$ cat config.mk
export PLATFORM = sky130hd
export DESIGN_NAME = pipe_stage_reg
export DESIGN_NICKNAME = d
export VERILOG_FILES = /design/src/rtl/pipe_stage_reg.sv
export SDC_FILE = /design/constraint.sdc
export NUM_CORES = 1
export LEC_CHECK = 0
export CORE_UTILIZATION = 44
export DETAILED_ROUTE_END_ITERATION = 7
export GPL_ROUTABILITY_DRIVEN = 0
export PLACE_DENSITY = 0.85
export SYNTH_ARGS = -nofsm -noshare
export SYNTH_HDL_FRONTEND = slang
export SYNTH_SLANG_ARGS = --single-unit
$ cat constraint.sdc
create_clock -name clk -period 4.4 [get_ports clk]
set_clock_uncertainty 0.1 [all_clocks]
set_input_delay 0.44 -clock clk [delete_from_list [all_inputs] [get_ports clk]]
set_output_delay 0.44 -clock clk [all_outputs]
set_load 0.01 [all_outputs]
$ cat src/rtl/pipe_stage_reg.sv
// pipe_stage_reg: parametrised inter-stage pipeline register for the
// five-stage MIPS core. It carries an opaque payload plus a valid bit across
// one stage boundary. It supports stall/hold, bubble insertion and flush, and
// it keeps saturating stall and bubble performance counters.
//
// Ports:
//   clk, rst_n      clock, synchronous active-low reset
//   stall           shared stall vector (bit i = stage i stalls)
//   flush           kill the entry at this boundary
//   valid_in        upstream entry is a real instruction
//   payload_in      upstream stage outputs
//   cnt_clr         synchronous clear of both counters
//   valid_out       registered valid
//   payload_out     registered payload
//   bubble_out      current entry came from bubble insertion
//   stall_cnt       cycles with the upstream stage stalled
//   bubble_cnt      bubbles inserted
module pipe_stage_reg #(
  parameter int                         PAYLOAD_WIDTH = 81,
  parameter int                         CTRL_WIDTH    = 6,
  parameter int                         STAGE         = 2,
  parameter logic [PAYLOAD_WIDTH-1:0]   BUBBLE_VALUE  = '0,
  parameter bit                         ZERO_INVALID  = 1'b1,
  parameter int                         CNT_WIDTH     = 16
) (
  input  logic                     clk,
  input  logic                     rst_n,
  input  logic [CTRL_WIDTH-1:0]    stall,
  input  logic                     flush,
  input  logic                     valid_in,
  input  logic [PAYLOAD_WIDTH-1:0] payload_in,
  input  logic                     cnt_clr,
  output logic                     valid_out,
  output logic [PAYLOAD_WIDTH-1:0] payload_out,
  output logic                     bubble_out,
  output logic [CNT_WIDTH-1:0]     stall_cnt,
  output logic [CNT_WIDTH-1:0]     bubble_cnt
);

  logic up, dn;
  assign up = stall[STAGE];

  // The last boundary has no downstream stall bit, so it can never hold:
  // an upstream stall there always turns into a bubble.
  generate
    if (STAGE < CTRL_WIDTH-1) begin : g_dn
      assign dn = stall[STAGE+1];
    end else begin : g_no_dn
      assign dn = 1'b0;
    end
  endgenerate

  logic                     valid_q, valid_d;
  logic [PAYLOAD_WIDTH-1:0] payload_q, payload_d;
  logic                     bubble_q, bubble_d;
  logic [CNT_WIDTH-1:0]     stall_cnt_q, stall_cnt_d;
  logic [CNT_WIDTH-1:0]     bubble_cnt_q, bubble_cnt_d;
  logic                     bubble_taken;

  always_comb begin
    valid_d      = valid_q;
    payload_d    = payload_q;
    bubble_d     = bubble_q;
    bubble_taken = 1'b0;
    if (flush) begin
      // A flush wins over both stall and hold, and it is not counted as a bubble.
      valid_d   = 1'b0;
      payload_d = BUBBLE_VALUE;
      bubble_d  = 1'b0;
    end else if (up && !dn) begin
      valid_d      = 1'b0;
      payload_d    = BUBBLE_VALUE;
      bubble_d     = 1'b1;
      bubble_taken = 1'b1;
    end else if (up) begin
      // hold: keep the current entry
    end else begin
      valid_d   = valid_in;
      bubble_d  = 1'b0;
      payload_d = (ZERO_INVALID && !valid_in) ? BUBBLE_VALUE : payload_in;
    end
  end

  // Counters saturate at all-ones. A clear takes priority over an increment.
  always_comb begin
    stall_cnt_d  = stall_cnt_q;
    bubble_cnt_d = bubble_cnt_q;
    if (cnt_clr) begin
      stall_cnt_d  = '0;
      bubble_cnt_d = '0;
    end else begin
      if (up && (stall_cnt_q != '1))
        stall_cnt_d = stall_cnt_q + CNT_WIDTH'(1);
      if (bubble_taken && (bubble_cnt_q != '1))
        bubble_cnt_d = bubble_cnt_q + CNT_WIDTH'(1);
    end
  end

  always_ff @(posedge clk) begin
    if (!rst_n) begin
      valid_q      <= 1'b0;
      payload_q    <= BUBBLE_VALUE;
      bubble_q     <= 1'b0;
      stall_cnt_q  <= '0;
      bubble_cnt_q <= '0;
    end else begin
      valid_q      <= valid_d;
      payload_q    <= payload_d;
      bubble_q     <= bubble_d;
      stall_cnt_q  <= stall_cnt_d;
      bubble_cnt_q <= bubble_cnt_d;
    end
  end

  assign valid_out   = valid_q;
  assign payload_out = payload_q;
  assign bubble_out  = bubble_q;
  assign stall_cnt   = stall_cnt_q;
  assign bubble_cnt  = bubble_cnt_q;

endmodule

==> impl_metrics.env <==
export IMPL_result_of_the_run="complete, no violations"
export IMPL_grtUsageMet2=0.464
export IMPL_period_share=0.567
export IMPL_post_synth_mux_area_share=0.00693
export IMPL_power_per_cell_area_mw_per_mm2=385
export IMPL_drc=0
export IMPL_synth_cell_area_mm2=0.00433
export IMPL_detailedPlacementHpwl_um=9270
export IMPL_synth_ff_latch_count=115
export IMPL_data_required_time_at_the_worst_endpoint_ps=4710
export IMPL_tritoncts_num_sinks=115
export IMPL_synth_edff_count=0
export IMPL_worst_slew_margin_rel=0.221
export IMPL_synth_main_ff_cell="sky130_fd_sc_hd__dfxtp_1"
export IMPL_clock_tree_root_cell="sky130_fd_sc_hd__clkbuf_8"
export IMPL_global_routing_s_busiest_layer="met2"
export IMPL_timing_max_transition_violations_final=0
export IMPL_drive_gt1_frac=0.0564
export IMPL_detail_route_vias_per_cell=5.65
export IMPL_synth_compound_gate_area_share=0.224
export IMPL_placeableCoreArea_mm2=0.00937
export IMPL_crit_path_end_kind="flop"
export IMPL_drv_max_cap_violation_count=0
export IMPL_insertion_delay_ps=500
export IMPL_antenna_found_initial=0
export IMPL_place_area_mm2=0.00643
export IMPL_initial_core_utilization=0.462
export IMPL_crit_path_max_fanout=41
export IMPL_post_route_setup_tns_ps=0
export IMPL_pin_count_of_the_biggest_net_entering_global_routing=55
export IMPL_ff2ff_setup_slack_ps=2010
export IMPL_mappedNetlistNets=567
export IMPL_cts_clk_slew_worst_paths_ps=50
export IMPL_drt_initial_drc_count=142
export IMPL_globalRouteMet3Util=0.0918
export IMPL_postSynthAreaPerCell_um2=9.16
export IMPL_routed_wl_um=13600
export IMPL_final_period_minus_worst_setup_slack_ps=2490
export IMPL_layout_core_utilization=0.754
export IMPL_fin_area_mm2=0.00706
export IMPL_main_combinational_cell_family_by_area_after_synthesis="compound AO/OA/AOI/OAI gates"
export IMPL_synth_simple_gate_area_share=0.191
export IMPL_grt_total_usage=0.270
export IMPL_total_power_w=0.00272
export IMPL_total_leakage_power_nw=2.38
export IMPL_min_delay_path_class="reg -> reg"
export IMPL_yosysWarningCount=0
export IMPL_path_class="in -> reg"
export IMPL_synth_xor_area_frac=0.00404
export IMPL_startpoint_types="input port"
export IMPL_post_synth_fa_ha_maj_area_fraction=0.00577
export IMPL_total_of_hold_buffers_inserted_after_clock_tree_synthesis=0
export IMPL_commonest_cells_after_routing_fill_and_taps_aside="sky130_fd_sc_hd__clkdlybuf4s50_1 (201), sky130_fd_sc_hd__dfxtp_1 (115), sky130_fd_sc_hd__nor2_1 (89)"
export IMPL_achievable_frequency_mhz=401
export IMPL_fp_dieH_um=101
export IMPL_area_growth_syn_to_layout_pct=63.0
export IMPL_vias=4536
export IMPL_worstMarginPinSlew_ps=1170
export IMPL_cts_setup_buffers=0
export IMPL_grt_pass1_wl_um=21600
export IMPL_critical_path_arrival_ps=2810
export IMPL_layout_cells_most_common="sky130_fd_sc_hd__clkdlybuf4s50_1"
export IMPL_dieArea_mm2=0.0103
export IMPL_worst_ir_drop_vdd_mv=0.256
export IMPL_synth_yosys_seq_area_share=0.531
export IMPL_placement_io_buffers=202
export IMPL_cts_tree="yes"
export IMPL_asyncSetResetFlopFracSynth=0
export IMPL_rsz_0062_raised_after_global_routing="no"
export IMPL_routedWlPerCell_um=16.9
export IMPL_setup_violations_final=0
export IMPL_grt_use_met1=0.307
export IMPL_synth_cell_types=43
export IMPL_cts_root_to_sink_buffers=2
export IMPL_cts_bufs_inserted=17
export IMPL_nNetsFinal=757
export IMPL_grt_pass1_vias=4551
export IMPL_floorplan_rows=35
export IMPL_hold_slack_ps=399
export IMPL_cts_max_level=4
export IMPL_drt_first_pass_iters=4
export IMPL_ant_nets=0
export IMPL_antennaDiodeCount=0
export IMPL_synthesized_instance_count=473
export IMPL_cts_resized=0
export IMPL_globalRoute_totalOverflow=0
export IMPL_final_hold_violation_count=0
export IMPL_floorplan_die_width_um=101
export IMPL_pin_count=207
[cells in the mapped netlist, drive strengths merged, types with 6 or more instances]
| library cell | instances | area [µm²] |
|---|---|---|
| dfxtp | 115 | 2300 |
| o21ai | 13 | 65.1 |
| or3 | 9 | 56.3 |
| o31ai | 7 | 52.6 |
| a21oi | 19 | 95.1 |
| inv | 6 | 22.5 |
| clkbuf | 31 | 116 |
| nor2 | 89 | 334 |
| nand3 | 13 | 65.1 |
| a22oi | 81 | 608 |
| nand2 | 12 | 45.0 |
| or4 | 7 | 52.6 |
| nand4 | 11 | 68.8 |
[registers in the layout (all words and copies together) (netlist names)]
name and cells:
bubble_cnt 16, bubble_out 1, payload_out 81, stall_cnt 16, valid_out 1
[final cells by class]
| type | instances | area (µm²) |
|---|---|---|
| clock buffer | 22 | 483 |
| clock inverter | 8 | 149 |
| fill | 675 | 2310 |
| inverter | 6 | 22.5 |
| multi-input combinational | 316 | 1890 |
| sequential | 115 | 2300 |
| tap | 129 | 161 |
| timing repair buffer | 207 | 2050 |
[stage by stage]
step | std cells | worst slack (ps)
floorplan | 473 | 2190
global placement | 773 | 1460
detailed placement | 773 | 1430
CTS | 803 | 1950
global route | 803 | 1820
finish | 803 | 1910
[logic make-up after synthesis]
logic type               after synthesis
AND/OR/NAND/NOR                      171
AO/OA/AOI/OAI                        138
flip-flops                           115
buffers and inverters                 42
multiplexers                           3
XOR/XNOR                               2
adder cells (fa/ha/maj)                2
[power breakdown]
| part | total (W) | switching, W | internal (W) |
|---|---|---|---|
| Combinational | 0.000201 | 0.0000873 | 0.000114 |
| Clock | 0.00146 | 0.000467 | 0.000989 |
| Sequential | 0.00106 | 0.00000797 | 0.00106 |
| Total | 0.00272 | 0.000563 | 0.00216 |
[worst paths after layout]
check	startpoint	to	depth (start not counted)
max	stall[2]	bubble_cnt[15]	5
max reg2reg	bubble_cnt[0]	bubble_cnt[1]	5
min	valid_out	valid_out	2
min reg2reg	valid_out	valid_out	2
[per-layer routing]
| layer | up-vias | part of all wire |
|---|---|---|
| li1 | 2136 | - |
| met1 | 2196 | 0.39 |
| met2 | 182 | 0.51 |
| met3 | 22 | 0.076 |
| met4 | 0 | 0.021 |
| met5 | - | 0 |
[critical path: stages]
cell	delay, ps
sky130_fd_sc_hd__buf_2	590
sky130_fd_sc_hd__or3b_1	560
sky130_fd_sc_hd__or3_1	500
sky130_fd_sc_hd__or4_1	530
sky130_fd_sc_hd__a21oi_1	140
Power figures use the tool's default switching activity.
